### src/rtl/systolic_skew_feeder.sv
// Streams k_steps A/B operand beats into an NxN systolic array with per-lane skew; done at k_steps+3N cycles after start.
// Backpressure: in_ready is high only while feeding, and a cycle without in_valid freezes the skew lines and holds en low.
module systolic_skew_feeder #(
   parameter int N         = 4,
   parameter int DATA_W    = 16,
   parameter int DRAIN_CYC = 3*N-2
) (
   input  logic                clk,
   input  logic                reset,
   input  logic                start,
   input  logic [15:0]         k_steps,
   input  logic                in_valid,
   output logic                in_ready,
   input  logic [N*DATA_W-1:0] in_a,
   input  logic [N*DATA_W-1:0] in_b,
   output logic [N*DATA_W-1:0] a_left,
   output logic [N*DATA_W-1:0] b_top,
   output logic                clear_acc,
   output logic                en,
   output logic                busy,
   output logic                done
);

   typedef enum logic [2:0] {IDLE, CLEAR, FEED, DRAIN, DONE} state_t;

   localparam logic [15:0] DRAIN_LAST = 16'(DRAIN_CYC - 1);

   state_t              state;
   logic [15:0]         k_lat;
   logic [15:0]         beat_cnt;
   logic [15:0]         drain_cnt;
   logic                advance;
   logic                line_clr;
   logic                last_beat;
   logic                last_drain;
   logic [N*DATA_W-1:0] feed_a;
   logic [N*DATA_W-1:0] feed_b;

   assign in_ready   = (state == FEED);
   assign advance    = (in_ready && in_valid) || (state == DRAIN);
   assign line_clr   = reset || (state == CLEAR);
   assign feed_a     = in_ready ? in_a : '0;
   assign feed_b     = in_ready ? in_b : '0;
   // Counter stops one short of k_lat, so k_steps=65535 never wraps it.
   assign last_beat  = (beat_cnt == k_lat - 16'd1);
   assign last_drain = (drain_cnt == DRAIN_LAST);

   always_ff @(posedge clk) begin
      if (reset) begin
         state     <= IDLE;
         k_lat     <= '0;
         beat_cnt  <= '0;
         drain_cnt <= '0;
         clear_acc <= 1'b0;
         en        <= 1'b0;
         busy      <= 1'b0;
         done      <= 1'b0;
      end else begin
         en <= advance;
         case (state)
            IDLE: begin
               if (start) begin
                  k_lat     <= k_steps;
                  beat_cnt  <= '0;
                  clear_acc <= 1'b1;
                  busy      <= 1'b1;
                  state     <= CLEAR;
               end
            end
            CLEAR: begin
               clear_acc <= 1'b0;
               if (k_lat != 16'd0) begin
                  state <= FEED;
               end else begin
                  done  <= 1'b1;
                  state <= DONE;
               end
            end
            FEED: begin
               if (advance) begin
                  beat_cnt <= beat_cnt + 16'd1;
                  if (last_beat) begin
                     drain_cnt <= '0;
                     state     <= DRAIN;
                  end
               end
            end
            DRAIN: begin
               drain_cnt <= drain_cnt + 16'd1;
               if (last_drain) begin
                  done  <= 1'b1;
                  state <= DONE;
               end
            end
            DONE: begin
               done  <= 1'b0;
               busy  <= 1'b0;
               state <= IDLE;
            end
            default: begin
               clear_acc <= 1'b0;
               busy      <= 1'b0;
               done      <= 1'b0;
               state     <= IDLE;
            end
         endcase
      end
   end

   // Lane i carries i+1 stages so it trails lane 0 by i advances.
   for (genvar i = 0; i < N; i++) begin : g_lane
      logic [DATA_W-1:0] a_sr [i+1];
      logic [DATA_W-1:0] b_sr [i+1];

      always_ff @(posedge clk) begin
         if (line_clr) begin
            for (int j = 0; j <= i; j++) begin
               a_sr[j] <= '0;
               b_sr[j] <= '0;
            end
         end else if (advance) begin
            a_sr[0] <= feed_a[i*DATA_W +: DATA_W];
            b_sr[0] <= feed_b[i*DATA_W +: DATA_W];
            for (int j = 1; j <= i; j++) begin
               a_sr[j] <= a_sr[j-1];
               b_sr[j] <= b_sr[j-1];
            end
         end
      end

      assign a_left[i*DATA_W +: DATA_W] = a_sr[i];
      assign b_top[i*DATA_W +: DATA_W]  = b_sr[i];
   end

endmodule

### config.mk
export PLATFORM = sky130hd
export DESIGN_NAME = systolic_skew_feeder
export DESIGN_NICKNAME = d
export VERILOG_FILES = /design/src/rtl/systolic_skew_feeder.sv
export SDC_FILE = /design/constraint.sdc
export NUM_CORES = 1
export LEC_CHECK = 0
export BUFFER_PORTS_ARGS = -buffer_cell sky130_fd_sc_hd__buf_2
export CAP_MARGIN = 20
export CORE_ASPECT_RATIO = 0.8
export CORE_UTILIZATION = 28
export DETAILED_ROUTE_END_ITERATION = 10
export SYNTH_ARGS = -nofsm -noshare
export SYNTH_HDL_FRONTEND = slang
export SYNTH_SLANG_ARGS = --single-unit
### constraint.sdc
create_clock -name clk -period 10.2 [get_ports clk]
set_input_delay 2.04 -clock clk [delete_from_list [all_inputs] [get_ports clk]]
set_output_delay 2.04 -clock clk [all_outputs]
set_load 0.05 [all_outputs]
* Yosys cells after proc, flatten, opt, wreduce, memory -nomap -nowiden
Memories as Yosys holds them, arrays and structs flattened.
Cells that the tools add are included.
** Cells by class
- Add/sub/neg operators :: 3
- Multipliers :: 0
- Div/mod/pow operators :: 0
- Order comparisons :: 0
- Equality and inequality tests :: 11
- Shift operators :: 0
- Multiplexer cells :: 47
- Bitwise gates (word level) :: 21
- Reduce and logical (&&, ||, !) cells :: 19
** Operators by type and width (count)
- $mux W16 :: 24
- $mux W64 :: 2
- $pmux W16 S2 :: 2
- $add A16 B1 Y16 const B :: 2
- $reduce_or A16 Y1 :: 2
- $or A1 B1 Y1 :: 18
- $eq A16 B16 Y1 :: 1
- $eq A16 B4 Y1 const B :: 1
- $reduce_bool A16 Y1 :: 1
- $sub A16 B1 Y16 const B :: 1
- $mux W3 :: 5
- $pmux W3 S4 :: 1
- $mux W1 :: 10
- $reduce_and A3 Y1 :: 3
- $eq A3 B2 Y1 const B :: 2
- $ne A2 B2 Y1 const B :: 3
- $reduce_and A2 Y1 :: 3
- $reduce_or A3 Y1 :: 2
- $ne A2 B1 Y1 const B :: 2
- $pmux W1 S2 :: 2
- $reduce_and A4 Y1 :: 1
- $reduce_bool A2 Y1 :: 2
- $eq A3 B1 Y1 const B :: 1
- $eq A3 B3 Y1 const B :: 1
- 6 further kinds :: 9
** Word-level totals
- Register bits after elaboration :: 55
- Bits in latches :: 0
- Memory bits (writable) :: 320
- Memory bits (read-only) :: 0
- Input port bits :: 148
- Output and inout port bits :: 133
- Word-level logic and storage cells :: 117
- Memories kept :: 8
** Memory list
- g_lane[3].a_sr :: words 4, bits a word 16, rd ports 4, clocked after Yosys merged registers in 0, write ports 4, RTL line 112 : logic [DATA_W-1:0] a_sr [i+1];
- g_lane[3].b_sr :: words 4, bits a word 16, rd ports 4, clocked after Yosys merged registers in 0, write ports 4, RTL line 113 : logic [DATA_W-1:0] b_sr [i+1];
- g_lane[2].a_sr :: words 3, bits a word 16, rd ports 3, clocked after Yosys merged registers in 0, write ports 3, RTL line 112
- g_lane[2].b_sr :: words 3, bits a word 16, rd ports 3, clocked after Yosys merged registers in 0, write ports 3, RTL line 113
- g_lane[1].a_sr :: words 2, bits a word 16, rd ports 2, clocked after Yosys merged registers in 0, write ports 2, RTL line 112
- g_lane[1].b_sr :: words 2, bits a word 16, rd ports 2, clocked after Yosys merged registers in 0, write ports 2, RTL line 113
- +2 memories

* Longest topological paths before layout
Gate-level depths: netlist of run 1.
- Depth after elaboration :: 8
- Mapped depth :: 11

* Worst setup path before layout of run 1
Ideal clock, no wire load.
- Path kind :: input to register
- Start :: input port reset
- End :: memory g_lane[0].a_sr[0][0], enable pin
- Arrival :: 7.523 ns
- Required time :: 7.804 ns
- Path slack :: 0.281 ns
- Stages :: 3
- Buffers on the path :: 1
- Cells stage by stage :: clkbuf_1 -> a21oi_1 -> nand2_1
** On the way
- Word-level cells in the longest chain between the ends :: 5
- Elaborated cells on any way between the ends :: 7
** Ends and longest elaborated chain
- start: declaration :: RTL line 9 : input logic reset,
- $logic_or A1 B1 Y1 * :: RTL line 41 : assign line_clr = reset || (state == CLEAR);
- $mux W1 :: RTL line 116 : if (line_clr) begin
- $mux W1 (implied by the code) :: RTL line 122 : a_sr[0] <= feed_a[i*DATA_W +: DATA_W];
- $reduce_or A16 Y1 (no line)
- $mux W1 (no line) *
- end: declaration :: RTL line 112
Mark *: on every way between the ends. The rest lies on a longest branch, timed or not.

==> results of run 1 <==
metrics by stage:
step	power (mW)	worst slack (ns)
2_1_floorplan	2.361	0.2811
3_3_place_gp	2.410	5.460
3_5_place_dp	2.421	5.410
4_1_cts	3.951	6.004
5_1_grt	4.056	5.836
6_report	3.884	5.930
area by class of cell:
| cell class | instances | area share |
|---|---|---|
| Tap cell | 702 | 0.04771 |
| Antenna cell | 1 | 0.0001359 |
| Sequential cell | 375 | 0.5818 |
| Inverter | 8 | 0.001631 |
| Clock inverter | 27 | 0.01325 |
| Clock buffer | 50 | 0.06062 |
| Multi-Input combinational cell | 625 | 0.2116 |
| Timing Repair Buffer | 290 | 0.08325 |
where the power goes:
part,internal [mW],switching [mW]
Combinational,0.121,0.379
Clock,0.886,0.616
Sequential,1.84,0.0471
Total,2.84,1.04
cells in the final DEF (no fill, tap or decap), types with 3 or more instances in the layout:
master     netlist  layout
o21ai_0         18      18
nor2_1          38      37
clkbuf_1        49       5
a21oi_1         41      41
xnor2_1         16      16
and2_1         321     321
clkinv_1         0      10
buf_4           80       5
or3_1           14      14
bufinv_16        0       4
or4_1            4       4
nor4_1           3       3
nor3_1          11      10
ha_1             5       5
xor2_1          14      14
and3_1           8       8
clkinv_2         0       6
o211ai_1         4       4
dfxtp_1         55      55
clkbuf_16        0      43
nand2_1         53      52
nand2b_1         6       6
inv_1            8       8
edfxtp_1       320     320
buf_2            4     280
clkinv_4         0       3
nand4_1         14      14
o211a_1          3       3
o31ai_1          3       3
nand3_1         10      10
layer usage:
metal  up-vias  global-route usage  wire length, microns
met5         -                   0                    14
met4         2             0.04270                   816
met3        57             0.02814                  1937
met2       271              0.1618                 13620
met1      4268              0.1406                 14070
li1       4299                   -                     -
critical path, delay by kind of cell:
kind,cells,cell delay (ns)
AOI/OAI and AO/OA,1,0.16
and+or+nand+nor,1,0.67
buffers and inverters,2,1.07
worst paths after layout:
| check | start | to | slack, ns | depth (start not counted) |
|---|---|---|---|---|
| setup / recovery | reset | g_lane[3].a_sr[3][11] | 5.93 | 4 |
| hold / removal | busy | busy | 0.49 | 2 |
| setup reg to reg | state[0] | g_lane[3].a_sr[3][11] | 7.02 | 6 |
| hold reg to reg | busy | busy | 0.49 | 2 |
sequential cells by signal, indices dropped and copies added (netlist names):
| signal | count |
|---|---|
| drain_cnt | 16 |
| k_lat | 16 |
| en | 1 |
| beat_cnt | 16 |
| busy | 1 |
| state | 3 |
| clear_acc | 1 |
| done | 1 |
| g_lane.a_sr | 160 |
| g_lane.b_sr | 160 |
cell families after synthesis:
family / Yosys count / synth area share
AO/OA/AOI/OAI: 83 / 0.03186
AND/OR/NAND/NOR: 504 / 0.1945
buffers and inverters: 145 / 0.05601
adder cells (fa/ha/maj): 5 / 0.004053
XOR/XNOR: 31 / 0.01848
flip-flops: 375 / 0.6938
multiplexers: 2 / 0.001297
==> flow_summary.yaml, run 1 <==
power:
  peakVddDrop_uv: 107.9
  p_per_area_nw_per_um2: 211.0
  p_leak_nw: 7.317
die:
  core_area_sq_um: 54110
  io-pin-count: 281
  die-area_sq_um: 56080
  start_util: 0.2853
  die_h_microns: 212.0
  die_width_microns: 264.5
  rows: 76
placement:
  place_hpwl_mm: 19.52
  dp.cells: 1998
  placed_area_sq_um: 17010
  io_buffers: 280
  routabilityCongestion: 0.7848
cts:
  cts_setup_buffers: 0
  htree_num_levels: 2
  cts_sinks: 375
  cts_made_buffers: 42
  cts_tree: "yes"
  cts.clk_slew.worst_paths_ns: 0.06
  cts_resized: 0
  clock_latency_ns: 0.55
  cts_root_buf: "clkbuf_16"
  hold_buffers: 0
  cts_max_path_buffers: 3
sta:
  hold_viol_final: 0
  maxSlewViolCount: 0
  worst_slew_pin_slew_ns: 1.175
  maxSlewHeadroom: 0.2167
  whs_ns: 0.4916
  period_share: 0.4187
  rsz0062_at_grt: "false"
  fin_setup_tns_ns: 0
  fin_crit_ns: 4.270
  skew_ns: 0.01288
  max_freq_ghz: 0.2342
  finalSetupViolations: 0
layout:
  fin_area_sq_um: 18410
  nNetsFinal: 1495
  register_area_sq_um: 10710
  nFillCells: 5288
  layout-drive-gt1-share: 0.2669
  utilization: 0.3403
  syn_to_final_growth_pct: 19.27
  layout.cells.non_filler: 2078
  multiInputGateArea_sq_um: 3896
setup_path:
  crit_slowest_cell: "nand2_4"
  slowest_delay_ns: 0.67
  crit_chain: "buf_2 > a21oi_1 > nand2_4 > buf_12"
  crit_path_start_kind: "input port"
  endpoint_kind: "flop"
  worst-path-max-fanout: 175
  required_ns: 10.35
  path_class: "input port to flop"
  worstPathArrival_ns: 4.42
routing:
  vias: 8897
  drc: 0
  antenna_left: 0
  wirelength_mm: 30.45
  via_per_inst: 4.282
  wl_per_cell_microns: 14.66
  dr.pass1.iters: 5
  dr.first_iter.drc_count: 611
global_routing:
  antenna_found_initial: 2
  grt_max_degree: 176
  grt_pass1_wl_mm: 46.29
  grtUsageTotal: 0.1052
  grt_pass1_vias: 8466
  gr-total-overflow: 0
yosys:
  synth.most_common_cell: "and2_1"
  postSynthAreaPerCell_sq_um: 13.48
  synth.area.top_cells: "edfxtp_1 62%, and2_1 13%, dfxtp_1 7.1%"
  synth_edf_count: 320
  synth_seq_cells: 375
  ys_seq_area_frac: 0.6938
  yosys.area.top_type: "edfxtp_1"
  synthArstFlopShare: 0
  synth_nets: 1298
  synth.top_cell.area_share: 0.6225
  synthFlopType: "edfxtp_1"
  synth_cells: 1145
  synth_common_cells: "321 x and2_1, 320 x edfxtp_1, 80 x buf_4"
  synth.cell_area_sq_um: 15440
  ys_warn_count: 0
  ys_types: 55
status:
  status: "completed"
job:
  cap_viol_max_count: 0
worst_hold_path:
  hp-class: "flop to flop"
No activity file was read; power rests on OpenSTA's default activity.
==> run 2, diff against run 1 <==
Clock period 10.2 ns to 3.83 ns, I/O delays scaled along.
==> run 2 against run 1 <==
  * Die area is the same
  * Power grew to 2.6 times the previous value
  * Clock power grew to 2.6 times the previous value
  * Flip-flop and latch count is the same
  * First-iteration DRC count grew 23%
  * Utilization is essentially flat
  * Setup slack lost 5.3 ns
  * Combinational power grew to 2.7 times the previous value
  * Sequential share of layout area is essentially flat
  * Non-clock buffer count grew 4
  * Largest cell class unchanged
==> flow_summary.yaml, run 2 (synthesis results as in run 1) <==
sta:
  fin_setup_tns_ns: 0
  skew_ns: 0.02214
  hold_viol_final: 0
  finalWorstSetupSlack_ns: 0.6760
  rsz0062_at_grt: "false"
  whs_ns: 0.4617
  fin_crit_ns: 3.154
  maxSlewHeadroom: 0.4880
  finalSetupViolations: 0
  max_freq_ghz: 0.3171
  maxSlewViolCount: 0
  period_share: 0.8235
  worst_slew_pin_slew_ns: 0.7679
cts:
  cts.clk_slew.worst_paths_ns: 0.06
  cts_setup_buffers: 0
  cts_resized: 0
  cts_made_buffers: 42
  hold_buffers: 0
  cts_tree: "yes"
  cts_root_buf: "clkbuf_16"
  cts_max_path_buffers: 3
  cts_sinks: 375
  clock_latency_ns: 0.56
  htree_num_levels: 2
status:
  status: "completed"
setup_path:
  required_ns: 4.31
  endpoint_kind: "flop"
  path_class: "flop to flop"
  worstPathArrival_ns: 3.64
  crit_path_start_kind: "flop"
  worst-path-max-fanout: 19
die:
  rows: 76
  core_area_sq_um: 54110
  die-area_sq_um: 56080
  io-pin-count: 281
  start_util: 0.2853
  die_h_microns: 212.0
  die_width_microns: 264.5
routing:
  antenna_left: 0
  dr.pass1.iters: 4
  vias: 8823
  dr.first_iter.drc_count: 751
  drc: 0
  wirelength_mm: 31.54
  wl_per_cell_microns: 15.13
  via_per_inst: 4.234
global_routing:
  grt_pass1_vias: 8774
  grtUsageTotal: 0.1103
  antenna_found_initial: 8
  gr-total-overflow: 0
  grt_max_degree: 106
  grt_pass1_wl_mm: 48.47
job:
  cap_viol_max_count: 0
power:
  p_per_area_nw_per_um2: 556.0
  p_leak_nw: 7.293
  total_power_mw: 10.24
  peakVddDrop_uv: 291.7
layout:
  syn_to_final_growth_pct: 19.28
  layout-drive-gt1-share: 0.2663
  mostFrequentLayoutCells: "321 x and2_1, 320 x edfxtp_1, 280 x buf_2, 55 x dfxtp_1, 52 x nand2_1"
  final_common_cell: "and2_1"
  layout.cells.non_filler: 2084
  top_regs: "g_lane.a_sr (160), g_lane.b_sr (160)"
  fin_area_sq_um: 18410
  utilization: 0.3403
  nNetsFinal: 1499
worst_hold_path:
  hp-class: "input port to flop"
placement:
  dp_slack_ns: 0.7187
  routabilityCongestion: 0.8521
  dp.cells: 2004
  io_buffers: 280
  place_hpwl_mm: 20.30
  placed_area_sq_um: 17110
run 2: changes by cell type in the layout (fill, tap and decap cells not counted), sizes merged:
cell,previous run,this run
clkinvlp,0,3
buf,290,294
clkbuf,50,55
diode,1,4
clkinv,19,12
bufinv,4,2
run 2: critical path, cell delays in order (launching register included):
cell	delay [ns]
dfxtp_1	0.38
inv_1	0.12
ha_1	0.23
nor3b_4	0.41
o311ai_1	0.19
and3_1	0.24
nor4b_2	0.36
a41oi_2	0.34
buf_4	0.31
or3_1	0.37
a21oi_1	0.16
run 2: metal layers:
| metal | up-vias | GRT usage | share of wire |
|---|---|---|---|
| li1 | 4312 | - | - |
| met1 | 4189 | 0.1468 | 0.46 |
| met2 | 256 | 0.1667 | 0.44 |
| met3 | 60 | 0.03347 | 0.071 |
| met4 | 6 | 0.04551 | 0.029 |
| met5 | - | 0 | 0.0011 |
run 2: worst paths after layout:
| path | startpoint | endpoint | slack, ns | depth (start not counted) |
|---|---|---|---|---|
| max | k_lat[0] | drain_cnt[5] | 0.68 | 10 |
| min reg2reg | drain_cnt[15] | drain_cnt[15] | 0.49 | 2 |
| max reg2reg | k_lat[0] | drain_cnt[5] | 0.68 | 10 |
| min | k_steps[0] | k_lat[0] | 0.46 | 3 |
run 2: final cells by class:
cell class	count	area, sq um
Fill cell	5324	35700
Sequential cell	375	10710
Multi-Input combinational cell	625	3896
Timing Repair Buffer	294	1594
Clock buffer	55	1121
Tap cell	702	878.3
Clock inverter	21	171.4
Inverter	8	30.03
Antenna cell	4	10.01
run 2: power by group:
| group | switching, mW | leakage [nW] | internal (mW) |
|---|---|---|---|
| Combinational | 1.03 | 2.82 | 0.339 |
| Sequential | 0.122 | 3.85 | 4.88 |
| Clock | 1.66 | 0.624 | 2.21 |
| Total | 2.81 | 7.29 | 7.43 |
==> run 3, diff against run 2 <==
Clock period 3.83 ns to 3.3 ns, I/O delays scaled along.
==> run 3 against run 2 <==
  * Clock skew down 0.011 ns
  * Register-to-register slack got worse by 0.49 ns
  * Final cell count rose by 0.29%
  * Global-route usage decreased by 0.31 points
  * Sequential share of layout area down 0.41 points
  * Clock-buffer cell count down 6
  * Utilization grew 0.24 points
  * First-iteration DRC count decreased by 20%
  * Critical endpoint is now drain_cnt[3]
==> flow_summary.yaml, run 3 (synthesis results as in run 1) <==
cts:
  cts_tree: "yes"
  cts.clk_slew.worst_paths_ns: 0.06
  cts_max_path_buffers: 3
  cts_root_buf: "clkbuf_16"
  clock_latency_ns: 0.55
  cts_made_buffers: 42
  hold_buffers: 0
  htree_num_levels: 2
  cts_sinks: 375
sta:
  hold_viol_final: 0
  whs_ns: 0.3539
  finalSetupViolations: 0
  skew_ns: 0.01119
  maxSlewViolCount: 0
  worst_slew_pin_slew_ns: 0.6761
  fin_crit_ns: 3.114
  period_share: 0.9438
  maxSlewHeadroom: 0.5479
  max_freq_ghz: 0.3211
layout:
  top_regs: "g_lane.a_sr (160), g_lane.b_sr (160)"
  nFillCells: 5273
  syn_to_final_growth_pct: 20.13
  final_common_cell: "and2_1"
  nNetsFinal: 1508
  mostFrequentLayoutCells: "321 x and2_1, 320 x edfxtp_1, 280 x buf_2, 55 x dfxtp_1, 52 x nand2_1"
  layout.cells.non_filler: 2090
  utilization: 0.3427
  layout-drive-gt1-share: 0.2758
  fin_area_sq_um: 18540
setup_path:
  worstPathArrival_ns: 3.59
  crit_slowest_cell: "or4_4"
  reg2reg_setup_slack_ns: 0.19
  worst-path-max-fanout: 17
  crit_path_start_kind: "flop"
  slowest_delay_ns: 0.55
  crit_buf_inv: 2
  crit_cells: 10
  required_ns: 3.77
  critPathTopFamily: "simple AND/OR/NAND/NOR gates"
  r2r_start: "k_lat[1]"
  worstSetupEndpoint: "drain_cnt[3]"
  r2r-end: "drain_cnt[3]"
  path_class: "flop to flop"
  crit_chain: "inv_1 > ha_1 > xor2_1 > o211ai_1 > or4_4 > nor3_4 > a41oi_4 > buf_4 > or3_1 > a21oi_1"
  crit_start: "k_lat[1]"
  endpoint_kind: "flop"
  ff2ff_path_depth: 10
die:
  start_util: 0.2853
  die_width_microns: 264.5
  die_h_microns: 212.0
  core_area_sq_um: 54110
  rows: 76
  die-area_sq_um: 56080
  io-pin-count: 281
placement:
  io_buffers: 280
  placed_area_sq_um: 17130
  place_hpwl_mm: 20.05
  routabilityCongestion: 0.8554
  dp.cells: 2008
job:
  cap_viol_max_count: 0
routing:
  wl_per_cell_microns: 14.75
  vias: 8949
  via_per_inst: 4.282
  wirelength_mm: 30.83
  dr.first_iter.drc_count: 601
  antenna_left: 0
  drc: 0
  dr.pass1.iters: 5
global_routing:
  grt_max_degree: 100
  gr-total-overflow: 0
  grt_pass1_vias: 8705
  antenna_found_initial: 6
  grt_pass1_wl_mm: 47.16
  grtUsageTotal: 0.1072
power:
  p_per_area_nw_per_um2: 648.9
  total_power_mw: 12.03
  peakVddDrop_uv: 467.4
  p_leak_nw: 7.365
worst_hold_path:
  hp-start: "k_steps[11]"
  hp-class: "input port to flop"
status:
  status: "completed"
## run 3: cell count changes in the layout (fill, tap and decap cells not counted), sizes merged
cell / change
clkinvlp: +1
clkbuf: -6
bufinv: +2
diode: -1
buf: +9
clkinv: +1
## run 3: layout make-up
type                       instances  area (sq um)  share of cell area
antenna                            3         7.507           0.0004049
clock buffer                      49          1107             0.05972
clock inverter                    25         252.7             0.01363
inverter                           8         30.03            0.001619
multi-input combinational        625          3908              0.2107
sequential                       375         10710              0.5776
tap                              702         878.3             0.04737
timing repair buffer             303          1649             0.08893
## run 3: how the worst min path moves through the flow
stage                    endpoint  slack (ns)  cells past startpoint
floorplan           drain_cnt[15]        0.45                      2
global placement        k_lat[15]        0.48                      2
detailed placement      k_lat[15]        0.49                      2
CTS                     k_lat[11]        0.31                      3
global route            k_lat[11]        0.32                      3
finish                  k_lat[11]        0.35                      3
## run 3: stage by stage
step	worst slack [ns]	TNS [ns]
after global routing	-0.01791	-0.04809
after floorplan	0.2612	0
after detailed placement	0.04747	0
after CTS	0.01959	0
final	0.1856	0
after global placement	0.1970	0
## run 3: metal layers
| layer | vias to the layer above | wire, microns | track usage |
|---|---|---|---|
| li1 | 4334 | - | - |
| met2 | 272 | 13950 | 0.1655 |
| met5 | - | 60 | 0 |
| met3 | 56 | 2119 | 0.03035 |
| met4 | 8 | 767 | 0.04230 |
| met1 | 4279 | 13940 | 0.1419 |
## run 3: worst register-to-register path, stage by stage, from the launching register on
cell      delay, ns
dfxtp_1        0.44
inv_1          0.10
ha_1           0.30
xor2_1         0.17
o211ai_1       0.11
or4_4          0.55
nor3_4         0.28
a41oi_4        0.30
buf_4          0.28
or3_1          0.34
a21oi_1        0.17
## run 3: timing repair
item                       in CTS  in global routing
setup endpoints to repair       0                 14
gates resized for setup         0                  1
hold endpoints to repair        0                  0
setup buffers                   0                  5
## run 3: power by group
group / switching (mW) / total [mW] / internal (mW)
Combinational: 1.20 / 1.60 / 0.405
Sequential: 0.134 / 5.80 / 5.66
Clock: 1.91 / 4.63 / 2.72
